==> src/rtl/ledpwm_pkg.sv <==
// Shared constants for the iomem LED PWM controller.
package ledpwm_pkg;

  // Register word indices, compared against iomem_addr[4:2]
  localparam logic [2:0] LEDPWM_CTRL     = 3'd0;
  localparam logic [2:0] LEDPWM_PRESCALE = 3'd1;
  localparam logic [2:0] LEDPWM_DUTY_LO  = 3'd2;
  localparam logic [2:0] LEDPWM_DUTY_HI  = 3'd3;
  localparam logic [2:0] LEDPWM_STATUS   = 3'd4;

  // CTRL bit positions
  localparam int CTRL_EN  = 0;
  localparam int CTRL_INV = 1;

endpackage

==> src/rtl/ledpwm_timebase.sv <==
// Prescaler plus 8-bit PWM step counter. The counter wrap marks the period boundary.
module ledpwm_timebase #(
  parameter int PRESCALE_W = 16
) (
  input  logic                  i_clk,
  input  logic                  i_rst,
  input  logic                  i_clear,     // hold pc and cnt at 0
  input  logic                  i_pc_clr,    // restart tick spacing
  input  logic [PRESCALE_W-1:0] i_prescale,
  output logic                  o_tick,
  output logic [7:0]            o_cnt,
  output logic                  o_wrap
);

  logic [PRESCALE_W-1:0] r_pc;
  logic [7:0]            r_cnt;

  assign o_tick = ~i_clear && (r_pc == i_prescale);
  assign o_wrap = o_tick && (r_cnt == 8'hFF);
  assign o_cnt  = r_cnt;

  // Prescale counter runs 0..prescale; each tick advances the PWM step
  always_ff @(posedge i_clk or posedge i_rst) begin
    if (i_rst) begin
      r_pc  <= '0;
      r_cnt <= '0;
    end else if (i_clear) begin
      r_pc  <= '0;
      r_cnt <= '0;
    end else begin
      if (i_pc_clr || o_tick) r_pc <= '0;
      else                    r_pc <= r_pc + 1'b1;
      if (o_tick) r_cnt <= r_cnt + 1'b1;
    end
  end

endmodule

==> src/rtl/iomem_ledpwm.sv <==
// 8-channel LED PWM on the PicoSoC iomem bus: decode, registers, shadowed duty, compare.
module iomem_ledpwm
  import ledpwm_pkg::*;
#(
  parameter logic [31:0] ADDR_BASE  = 32'h0310_0000,
  parameter int          PRESCALE_W = 16
) (
  input  logic        clk,
  input  logic        reset,
  input  logic        iomem_valid,
  output logic        iomem_ready,
  input  logic [3:0]  iomem_wstrb,
  input  logic [31:0] iomem_addr,
  input  logic [31:0] iomem_wdata,
  output logic [31:0] iomem_rdata,
  output logic [7:0]  leds
);

  logic                  r_ready;
  logic [31:0]           r_rdata;
  logic                  r_en, r_inv;
  logic [PRESCALE_W-1:0] r_pre;
  logic [7:0][7:0]       r_shd, r_act;
  logic [15:0]           r_period;
  logic [7:0]            r_leds;

  logic                  w_sel, w_acc, w_wr, w_ctrl_wr, w_en_rise, w_pre_wr;
  logic [2:0]            w_idx;
  logic [31:0]           w_rd, w_pre_tmp;
  logic                  w_tick, w_wrap;
  logic [7:0]            w_cnt;
  logic                  w_unused;

  // A matched request is accepted only when ready was low, forcing a gap cycle
  assign w_sel     = iomem_valid && (iomem_addr[31:5] == ADDR_BASE[31:5]);
  assign w_acc     = w_sel && !r_ready;
  assign w_wr      = w_acc && (|iomem_wstrb);
  assign w_idx     = iomem_addr[4:2];
  assign w_ctrl_wr = w_wr && (w_idx == LEDPWM_CTRL) && iomem_wstrb[0];
  assign w_en_rise = w_ctrl_wr && iomem_wdata[CTRL_EN] && !r_en;
  assign w_pre_wr  = w_wr && (w_idx == LEDPWM_PRESCALE);
  assign w_unused  = ^{iomem_addr[1:0], w_pre_tmp};

  ledpwm_timebase #(.PRESCALE_W(PRESCALE_W)) u_tb (
    .i_clk      (clk),
    .i_rst      (reset),
    .i_clear    (!r_en),
    .i_pc_clr   (w_pre_wr),
    .i_prescale (r_pre),
    .o_tick     (w_tick),
    .o_cnt      (w_cnt),
    .o_wrap     (w_wrap)
  );

  // Read mux and byte-merged prescale write value
  always_comb begin
    w_rd      = '0;
    w_pre_tmp = 32'(r_pre);
    for (int b = 0; b < 4; b++)
      if (iomem_wstrb[b]) w_pre_tmp[b*8 +: 8] = iomem_wdata[b*8 +: 8];
    case (w_idx)
      LEDPWM_CTRL:     w_rd = {30'd0, r_inv, r_en};
      LEDPWM_PRESCALE: w_rd = 32'(r_pre);
      LEDPWM_DUTY_LO:  w_rd = r_shd[3:0];
      LEDPWM_DUTY_HI:  w_rd = r_shd[7:4];
      LEDPWM_STATUS:   w_rd = {16'd0, r_period};
      default:         w_rd = '0;
    endcase
  end

  // Bus handshake: one-cycle ready with registered read data, zero otherwise
  always_ff @(posedge clk or posedge reset) begin
    if (reset) begin
      r_ready <= 1'b0;
      r_rdata <= '0;
    end else begin
      r_ready <= w_acc;
      r_rdata <= w_acc ? w_rd : '0;
    end
  end

  // Register file writes, byte strobes honoured
  always_ff @(posedge clk or posedge reset) begin
    if (reset) begin
      r_en  <= 1'b0;
      r_inv <= 1'b0;
      r_pre <= '0;
      r_shd <= '0;
    end else if (w_wr) begin
      if (w_ctrl_wr) begin
        r_en  <= iomem_wdata[CTRL_EN];
        r_inv <= iomem_wdata[CTRL_INV];
      end
      if (w_pre_wr) r_pre <= w_pre_tmp[PRESCALE_W-1:0];
      for (int b = 0; b < 4; b++) begin
        if (iomem_wstrb[b] && w_idx == LEDPWM_DUTY_LO) r_shd[b]   <= iomem_wdata[b*8 +: 8];
        if (iomem_wstrb[b] && w_idx == LEDPWM_DUTY_HI) r_shd[b+4] <= iomem_wdata[b*8 +: 8];
      end
    end
  end

  // Active duty follows shadow while disabled, on enable, and at each period boundary
  always_ff @(posedge clk or posedge reset) begin
    if (reset)                            r_act <= '0;
    else if (!r_en || w_en_rise || w_wrap) r_act <= r_shd;
  end

  // Period counter: cleared on enable, bumped at every boundary
  always_ff @(posedge clk or posedge reset) begin
    if (reset)          r_period <= '0;
    else if (w_en_rise) r_period <= '0;
    else if (w_wrap)    r_period <= r_period + 16'd1;
  end

  // Per-channel compare, registered so leds lag cnt by one stage
  for (genvar i = 0; i < 8; i++) begin : g_ch
    always_ff @(posedge clk or posedge reset) begin
      if (reset) r_leds[i] <= 1'b0;
      else       r_leds[i] <= (r_en && (w_cnt < r_act[i])) ^ r_inv;
    end
  end

  assign iomem_ready = r_ready;
  assign iomem_rdata = r_rdata;
  assign leds        = r_leds;

endmodule
==> config.mk <==
export PLATFORM = sky130hd
export DESIGN_NAME = iomem_ledpwm
export DESIGN_NICKNAME = d
export VERILOG_FILES = /design/src/rtl/ledpwm_pkg.sv /design/src/rtl/ledpwm_timebase.sv /design/src/rtl/iomem_ledpwm.sv
export SDC_FILE = /design/constraint.sdc
export NUM_CORES = 1
export LEC_CHECK = 0
export CAP_MARGIN = 20
export CORE_MARGIN = 3
export CORE_UTILIZATION = 45
export CTS_CLUSTER_DIAMETER = 100
export CTS_CLUSTER_SIZE = 10
export DETAILED_ROUTE_END_ITERATION = 12
export GPL_TIMING_DRIVEN = 1
export PLACE_DENSITY = 0.69
export SLEW_MARGIN = 20
export SYNTH_ARGS = -nofsm -noshare
export SYNTH_HDL_FRONTEND = slang
export SYNTH_SLANG_ARGS = --single-unit
==> constraint.sdc <==
create_clock -name clk -period 6.6 [get_ports clk]
set_input_delay 0.99 -clock clk [delete_from_list [all_inputs] [get_ports clk]]
set_output_delay 0.99 -clock clk [all_outputs]
set_load 0.02 [all_outputs]
==> flow_summary.yaml, run 1 <==
grt:
  grt_first_pass_wirelength_um: 43000
  overflow: 0
  antenna_found_initial: 0
  grt_pass1_vias: 7914
  grt_max_degree: 178
  grt_usage_pct: 20.0
worst_hold_path:
  hold_path_depth: 1
  worstHoldStart: "r_act[34]"
  hold_class: "register to register"
  worstHoldEndpoint: "r_act[34]"
setup_path:
  path_buf_inv: 1
  rr_startpoint: "u_tb.o_cnt[1]"
  reg2reg_depth: 6
  worstSetupPathType: "register to register"
  r2r_end: "r_act[33]"
  path_max_fanout: 35
  critPathLaunchType: "register"
  cp_slowest_stage_delay_ps: 950
  slowest_stage: "o21ai_4"
  critPathTopFamily: "compound AO/OA/AOI/OAI gates"
  ff2ff_setup_slack_ps: 2820
  cp.required_ps: 7010
  arrival_ps: 4190
  worstPathCellList: "ha_1 -> and3_1 -> nand2_1 -> o21ai_4 -> buf_4 -> mux2_2"
  cp-end-kind: "register"
pwr:
  leakagePower_nw: 5.94
  peakVddDrop_uv: 131
  power_density_nw_per_um2: 204
final_layout:
  layout_common_cells: "227 x dfrtp_1, 142 x mux2_2, 109 x clkdlybuf4s50_1"
  layout_commonest_cell: "dfrtp_1"
  area_growth_pct: 17.9
  final_nets: 1210
  diodes: 0
  layout-drive-gt1-share_pct: 17.2
clock_network:
  htreeDepth: 1
  clock_path_buffers: 3
  path_clk_slew_ps: 60
  root_buffer: "clkbuf_16"
  cts_buffers: 26
  clk-insertion-delay-late_ps: 530
  cts_setup_buffers: 0
  post_cts_resize_count: 0
  holdBufCountCts: 0
  clock_sinks: 227
  cts_tree: "yes"
route:
  drt-total-wl_um: 26400
  post-route-drc-count: 0
  dr.pass1.iters: 5
  wire_per_inst_um: 18.8
  detail-route-antenna-nets: 0
  vias_per_cell: 5.66
  vias: 7952
  drt_iter0_drc: 529
synth:
  syn_nets: 1113
  synth_cell_types: 46
  async_flop_share_pct: 100
  ys_seq_elements: 227
  synth_edf_count: 0
  syn-instance-count: 983
  syn-cell-area_um2: 11300
  synth.avg_cell_area_um2: 11.5
  ys_seq_area_share_pct: 50.3
  dominantRegCellSynth: "dfrtp_1"
  ys_warn_count: 0
die:
  core_um2: 24500
  die_x_um: 164
  fp-row-count: 57
  die_area_um2: 27100
  die_y_um: 164
  initial_utilization_pct: 46.1
  io_pins: 112
timing:
  setup_viol: 0
  grt_setup_unrepaired: "no"
  whs_ps: 485
  finalHoldViolCount: 0
  slew_headroom_pct: 24.7
  fmax_ghz: 0.265
  fin_crit_sh_pct: 57.3
  min_period_ps: 3780
  clock_skew_ps: 18.0
  finalMaxSlewViolations: 0
  tns_ps: 0
  worst_pin_slew_ps: 1130
outcome:
  outcome: "complete, no violations"
job:
  cap_viol_max_count: 0
placement:
  dp_hpwl_um: 17700
  io_buffers: 109
  gp_congestion: 0.830
## power by group
group          leakage [nW]  internal [mW]  switching [mW]
clock network         0.337          0.712           0.520
registers              3.12           1.39    0.0000000162
logic                  2.49         0.0419          0.0533
total                  5.94           2.15           0.574
## how the worst max path moves through the flow
stage | endpoint | cells past startpoint | slack, ps | from
final | r_act[33] | 6 | 2820 | u_tb.o_cnt[1]
after global routing | r_act[33] | 6 | 2630 | u_tb.o_cnt[1]
after CTS | r_act[33] | 6 | 2840 | u_tb.o_cnt[1]
after detailed placement | r_shd[59] | 6 | 2370 | iomem_addr[2]
after global placement | r_shd[56] | 6 | 2440 | iomem_addr[2]
after floorplan | iomem_rdata[0] | 1 | 2640 | reset
## cell families (layout without fill, tap and decap cells)
kind of cell	after synthesis	in the layout	synth area share [%]
and+or+nand+nor	241	241	11.5
DFF	227	227	50.3
adders and majority gates	59	59	6.53
xor gates and xnor gates	31	31	2.40
muxes	156	156	15.5
buffers and inverters	112	209	4.28
AOI/OAI and AO/OA	157	157	9.60
## layer usage
metal / routed length (um) / vias to the layer above / global-route usage [%]
li1: - / 3750 / -
met1: 12200 / 3960 / 28.5
met2: 12100 / 199 / 31.6
met3: 1380 / 43 / 3.39
met4: 664 / 0 / 5.79
met5: 0 / - / 0.758
## sequential cells by signal (all words and copies together), names as in the netlist
signal,count
r_en,1
iomem_rdata,32
r_shd,64
r_period,16
u_tb.r_pc,16
leds,8
r_inv,1
r_pre,16
iomem_ready,1
u_tb.o_cnt,8
r_act,64
## cell usage after synthesis (15+ instances only)
library cell | count | area [um^2]
a211o_1 | 16 | 140
and3_1 | 17 | 106
xor2_1 | 26 | 228
nand2b_1 | 19 | 119
inv_1 | 63 | 236
a21oi_1 | 27 | 135
buf_2 | 15 | 75.1
o21ai_0 | 30 | 150
clkbuf_1 | 27 | 101
nand2_1 | 38 | 143
dfrtp_1 | 227 | 5680
nand3_1 | 31 | 155
nor4_1 | 16 | 100
mux2_2 | 142 | 1600
a22oi_1 | 48 | 360
nor2_1 | 58 | 218
ha_1 | 59 | 738
## area by class of cell
type,count,area [um^2]
fill,2132,11200
inverter,63,240
sequential,227,5680
clock buffer,27,676
multi-input combinational,644,5150
timing repair buffer,118,1170
clock inverter,1,5.00
tap,324,405
## per-stage QoR
stage / util, % / worst slack, ps / power, mW / std cells / instance area [um^2]
after floorplan: - / 2640 / 1.45 / 983 / 11300
after global placement: 51.5 / 2440 / 1.51 / 1376 / 12600
after detailed placement: 51.5 / 2370 / 1.51 / 1376 / 12600
after CTS: 54.3 / 2840 / 2.75 / 1404 / 13300
after global routing: 54.3 / 2630 / 2.82 / 1404 / 13300
final: 54.3 / 2820 / 2.72 / 1404 / 13300
## worst reg2reg max path: cells and delay by family (launching register included)
kind                       cells  cell delay [ps]
muxes                          1              420
adders and majority gates      1              300
AOI/OAI and AO/OA              1              950
DFF                            1              750
and+or+nand+nor                2              660
buffers and inverters          1              580
Note: power is estimated with default switching activity, not from simulation.
==> inputs of run 2 (changes only) <==
--- a/config.mk
+++ b/config.mk
@@ -12,7 +12,7 @@
 export CTS_CLUSTER_SIZE = 10
 export DETAILED_ROUTE_END_ITERATION = 12
 export GPL_TIMING_DRIVEN = 1
-export PLACE_DENSITY = 0.69
+export PLACE_DENSITY = 0.66
 export SLEW_MARGIN = 20
 export SYNTH_ARGS = -nofsm -noshare
 export SYNTH_HDL_FRONTEND = slang
==> constraint.sdc (replaced) <==
create_clock -name clk -period 3.7 [get_ports clk]
set_input_delay 0.555 -clock clk [delete_from_list [all_inputs] [get_ports clk]]
set_output_delay 0.555 -clock clk [all_outputs]
set_load 0.02 [all_outputs]
==> flow_summary.yaml, run 2 (synthesis results as in run 1) <==
die:
  core_um2: 24500
  fp-row-count: 57
  io_pins: 112
  die_x_um: 164
  initial_utilization_pct: 46.1
  die_area_um2: 27100
  die_y_um: 164
clock_network:
  holdBufCountCts: 0
  cts_setup_buffers: 0
  cts_tree: "yes"
  htreeDepth: 1
  path_clk_slew_ps: 60
  clk-insertion-delay-late_ps: 530
  post_cts_resize_count: 0
  cts_buffers: 26
  root_buffer: "clkbuf_16"
  clock_path_buffers: 3
  clock_sinks: 227
timing:
  clock_skew_ps: 12.9
  slew_headroom_pct: 26.3
  tns_ps: 0
  finalMaxSlewViolations: 0
  layout_setup_ws_ps: 893
  grt_setup_unrepaired: "no"
  finalHoldViolCount: 0
  fmax_ghz: 0.356
  worst_pin_slew_ps: 1110
  setup_viol: 0
  fin_crit_sh_pct: 75.9
  whs_ps: 485
  min_period_ps: 2810
placement:
  place_area_um2: 12700
  dp_hpwl_um: 18400
  gp_congestion: 0.819
  io_buffers: 109
  dp_slack_ps: 578
  dp_cells: 1387
setup_path:
  worstSetupPathType: "register to register"
  critPathLaunchType: "register"
  cp-end-kind: "register"
  path_max_fanout: 38
  cp.required_ps: 4100
  arrival_ps: 3210
final_layout:
  layout_common_cells: "226 x dfrtp_1, 142 x mux2_2, 109 x clkdlybuf4s50_1"
  layout-drive-gt1-share_pct: 18.0
  final_area_um2: 13400
  layout_commonest_cell: "dfrtp_1"
  final_nets: 1221
  instances_no_fill: 1415
  diodes: 0
  postLayoutCoreUtil_pct: 54.6
  area_growth_pct: 18.6
grt:
  grt_usage_pct: 20.2
  overflow: 0
  grt_max_degree: 182
  antenna_found_initial: 0
  grt_pass1_vias: 8139
  grt_first_pass_wirelength_um: 43700
route:
  top_layer_used: "met4"
  drt-total-wl_um: 26500
  post-route-drc-count: 0
  wl_met2_um: 12400
  wl_met1_um: 12300
  vias_per_cell: 5.66
  drt_iter0_drc: 548
  wire_per_inst_um: 18.8
  detail-route-antenna-nets: 0
  vias: 8006
  wl_met3_um: 1310
  dr.pass1.iters: 5
pwr:
  peakVddDrop_uv: 264
  power_density_nw_per_um2: 363
  leakagePower_nw: 6.00
  power.total_mw: 4.87
job:
  cap_viol_max_count: 0
worst_hold_path:
  hold_class: "register to register"
outcome:
  outcome: "complete, no violations"
run 2: cell types whose count changed in the layout (fill, tap and decap cells not counted):
| cell | delta |
|---|---|
| and2_1 | +1 |
| and2_2 | -1 |
| buf_4 | +11 |
| dfrtp_1 | -1 |
| dfrtp_2 | +1 |
| nand2_1 | +1 |
| nand2_2 | -1 |
run 2: final cells by class:
cell class                      instances  area, um^2
Tap cell                              324         405
Sequential cell                       227        5680
Multi-Input combinational cell        644        5140
Fill cell                            2163       11100
Inverter                               63         240
Clock buffer                           27         676
Timing Repair Buffer                  129        1250
Clock inverter                          1        5.00
run 2: power by group:
part,switching [mW],internal (mW)
Clock,0.938,1.27
Combinational,0.0956,0.0774
Sequential,0.0000000312,2.48
run 2: final timing paths:
path                       cells past startpoint      endpoint     startpoint  slack [ps]
setup reg to reg                               6     r_act[28]  u_tb.o_cnt[0]         890
hold / removal                                 1  r_period[15]   r_period[15]         490
max in group asynchronous                      3         r_inv          reset        2180
hold reg to reg                                1  r_period[15]   r_period[15]         490
min in group asynchronous                      3     r_act[15]          reset         570
setup / recovery                               6     r_act[28]  u_tb.o_cnt[0]         890
run 2: critical path, cell delays in order, from the launching register on:
cell and delay, ps:
dfrtp_1 660, ha_1 280, and3_1 360, nand2_1 300
o21ai_4 210, buf_4 460, mux2_2 400
run 2: routing by layer:
| layer | vias to the layer above | global-route usage, % |
|---|---|---|
| met5 | - | 0 |
| met1 | 4018 | 29.0 |
| met2 | 175 | 32.5 |
| met3 | 42 | 3.21 |
| li1 | 3771 | - |
| met4 | 0 | 4.69 |
==> inputs of run 3 (changes only) <==
--- a/config.mk
+++ b/config.mk
@@ -12,7 +12,7 @@
 export CTS_CLUSTER_SIZE = 10
 export DETAILED_ROUTE_END_ITERATION = 12
 export GPL_TIMING_DRIVEN = 1
-export PLACE_DENSITY = 0.66
+export PLACE_DENSITY = 0.69
 export SLEW_MARGIN = 20
 export SYNTH_ARGS = -nofsm -noshare
 export SYNTH_HDL_FRONTEND = slang
==> constraint.sdc (replaced) <==
create_clock -name clk -period 2.3 [get_ports clk]
set_input_delay 0.345 -clock clk [delete_from_list [all_inputs] [get_ports clk]]
set_output_delay 0.345 -clock clk [all_outputs]
set_load 0.02 [all_outputs]
==> flow_summary.yaml, run 3 (synthesis results as in run 1) <==
clock_network:
  cts_buffers: 26
  clk-insertion-delay-late_ps: 530
  root_buffer: "clkbuf_16"
  htreeDepth: 1
  clock_path_buffers: 3
  cts_tree: "yes"
  path_clk_slew_ps: 60
  clock_sinks: 227
route:
  drt_iter0_drc: 613
  vias: 8297
  detail-route-antenna-nets: 0
  dr.pass1.iters: 5
  drt-total-wl_um: 28600
  post-route-drc-count: 0
  wire_per_inst_um: 19.5
  vias_per_cell: 5.64
final_layout:
  final_nets: 1276
  layout_commonest_cell: "dfrtp_1"
  area_growth_pct: 25.5
  layout-drive-gt1-share_pct: 22.2
  layout_common_cells: "227 x dfrtp_1, 142 x mux2_2, 109 x clkdlybuf4s50_1"
  diodes: 0
setup_path:
  worstPathCellList: "xor2_1 -> nor4_2 -> nand4_4 -> o21ai_4 -> buf_12 -> clkbuf_16 -> mux2_2"
  cp-end-kind: "register"
  cp_slowest_stage_delay_ps: 430
  worstSetupPathType: "register to register"
  slowest_stage: "dfrtp_1"
  cp.required_ps: 2700
  path_max_fanout: 19
  critPathLaunchType: "register"
  arrival_ps: 2650
grt:
  grt_pass1_vias: 8378
  grt_max_degree: 74
  grt_first_pass_wirelength_um: 45200
  antenna_found_initial: 0
  overflow: 0
  grt_usage_pct: 21.1
timing:
  finalHoldViolCount: 0
  fin_crit_sh_pct: 97.6
  fmax_ghz: 0.445
  finalMaxSlewViolations: 0
  clock_skew_ps: 16.0
  whs_ps: 221
  grt_setup_unrepaired: "yes"
  worst_pin_slew_ps: 513
  slew_headroom_pct: 65.7
  setup_viol: 0
  min_period_ps: 2250
pwr:
  peakVddDrop_uv: 443
  power_density_nw_per_um2: 554
  power.total_mw: 7.86
  leakagePower_nw: 6.41
die:
  die_x_um: 164
  die_area_um2: 27100
  fp-row-count: 57
  die_y_um: 164
  io_pins: 112
  core_um2: 24500
  initial_utilization_pct: 46.1
outcome:
  outcome: "complete, no violations"
job:
  cap_viol_max_count: 0
placement:
  gp_congestion: 0.854
  io_buffers: 109
  dp_hpwl_um: 19700
worst_hold_path:
  hold_class: "input pin to async pin"
[run 3: cell count changes in the layout (fill, tap and decap cells not counted), sizes merged]
cell / change
buf: +51
clkbuf: +4
[run 3: critical path: cells and delay by family (launching register included)]
family          cells  cell delay [ps]
mux                 1              350
compound gates      1              220
xor+xnor            1              220
simple gates        2              580
buf+inv             2              330
flops               1              430
[run 3: final cells by class]
cell class,instances,area [um^2]
clock buffer,27,676
clock inverter,1,5.00
fill,2026,10300
inverter,63,240
multi-input combinational,644,5170
sequential,227,5680
tap,324,405
timing repair buffer,184,2010
[run 3: worst paths after layout]
kind,depth (start not counted),endpoint,startpoint,slack [ps]
max,7,r_act[43],r_pre[3],50
min,2,r_period[14],reset,220
max reg2reg,7,r_act[43],r_pre[3],50
min reg2reg,1,r_period[15],r_period[15],480
max in group asynchronous,3,iomem_rdata[20],reset,1330
min in group clk,2,r_shd[21],iomem_wdata[21],460
[run 3: report_power, final]
group	switching (mW)	internal, mW	total [mW]
Combinational	0.162	0.150	0.312
Sequential	0.0000000466	4.00	4.00
Clock	1.51	2.04	3.55
[run 3: per-stage QoR]
step / worst slack (ps) / TNS, ps / instance area [um^2] / utilization, % / instances
2_1_floorplan: -1010 / -229500 / 11300 / - / 983
3_3_place_gp: -274 / -24240 / 13300 / 54.4 / 1436
3_5_place_dp: -299 / -24520 / 13300 / 54.4 / 1436
4_1_cts: 31.8 / 0 / 14000 / 57.2 / 1464
5_1_grt: -30.5 / -448 / 14200 / 57.8 / 1470
6_report: 54.8 / 0 / 14200 / 57.8 / 1470
[run 3: timing repair]
action | 4_1_cts | 5_1_grt
buffers inserted | 0 | 2
gates resized for setup | 0 | 9
hold buffers | 0 | 0
setup endpoints to repair | 0 | 55
endpoints found under the hold margin | 0 | 0
[run 3: per-layer routing]
layer	vias to the layer above	track usage (%)	routed length (um)
li1	3889	-	-
met1	4152	29.8	13100
met2	214	35.2	13700
met3	42	3.03	1260
met4	0	4.35	506
met5	-	0	0
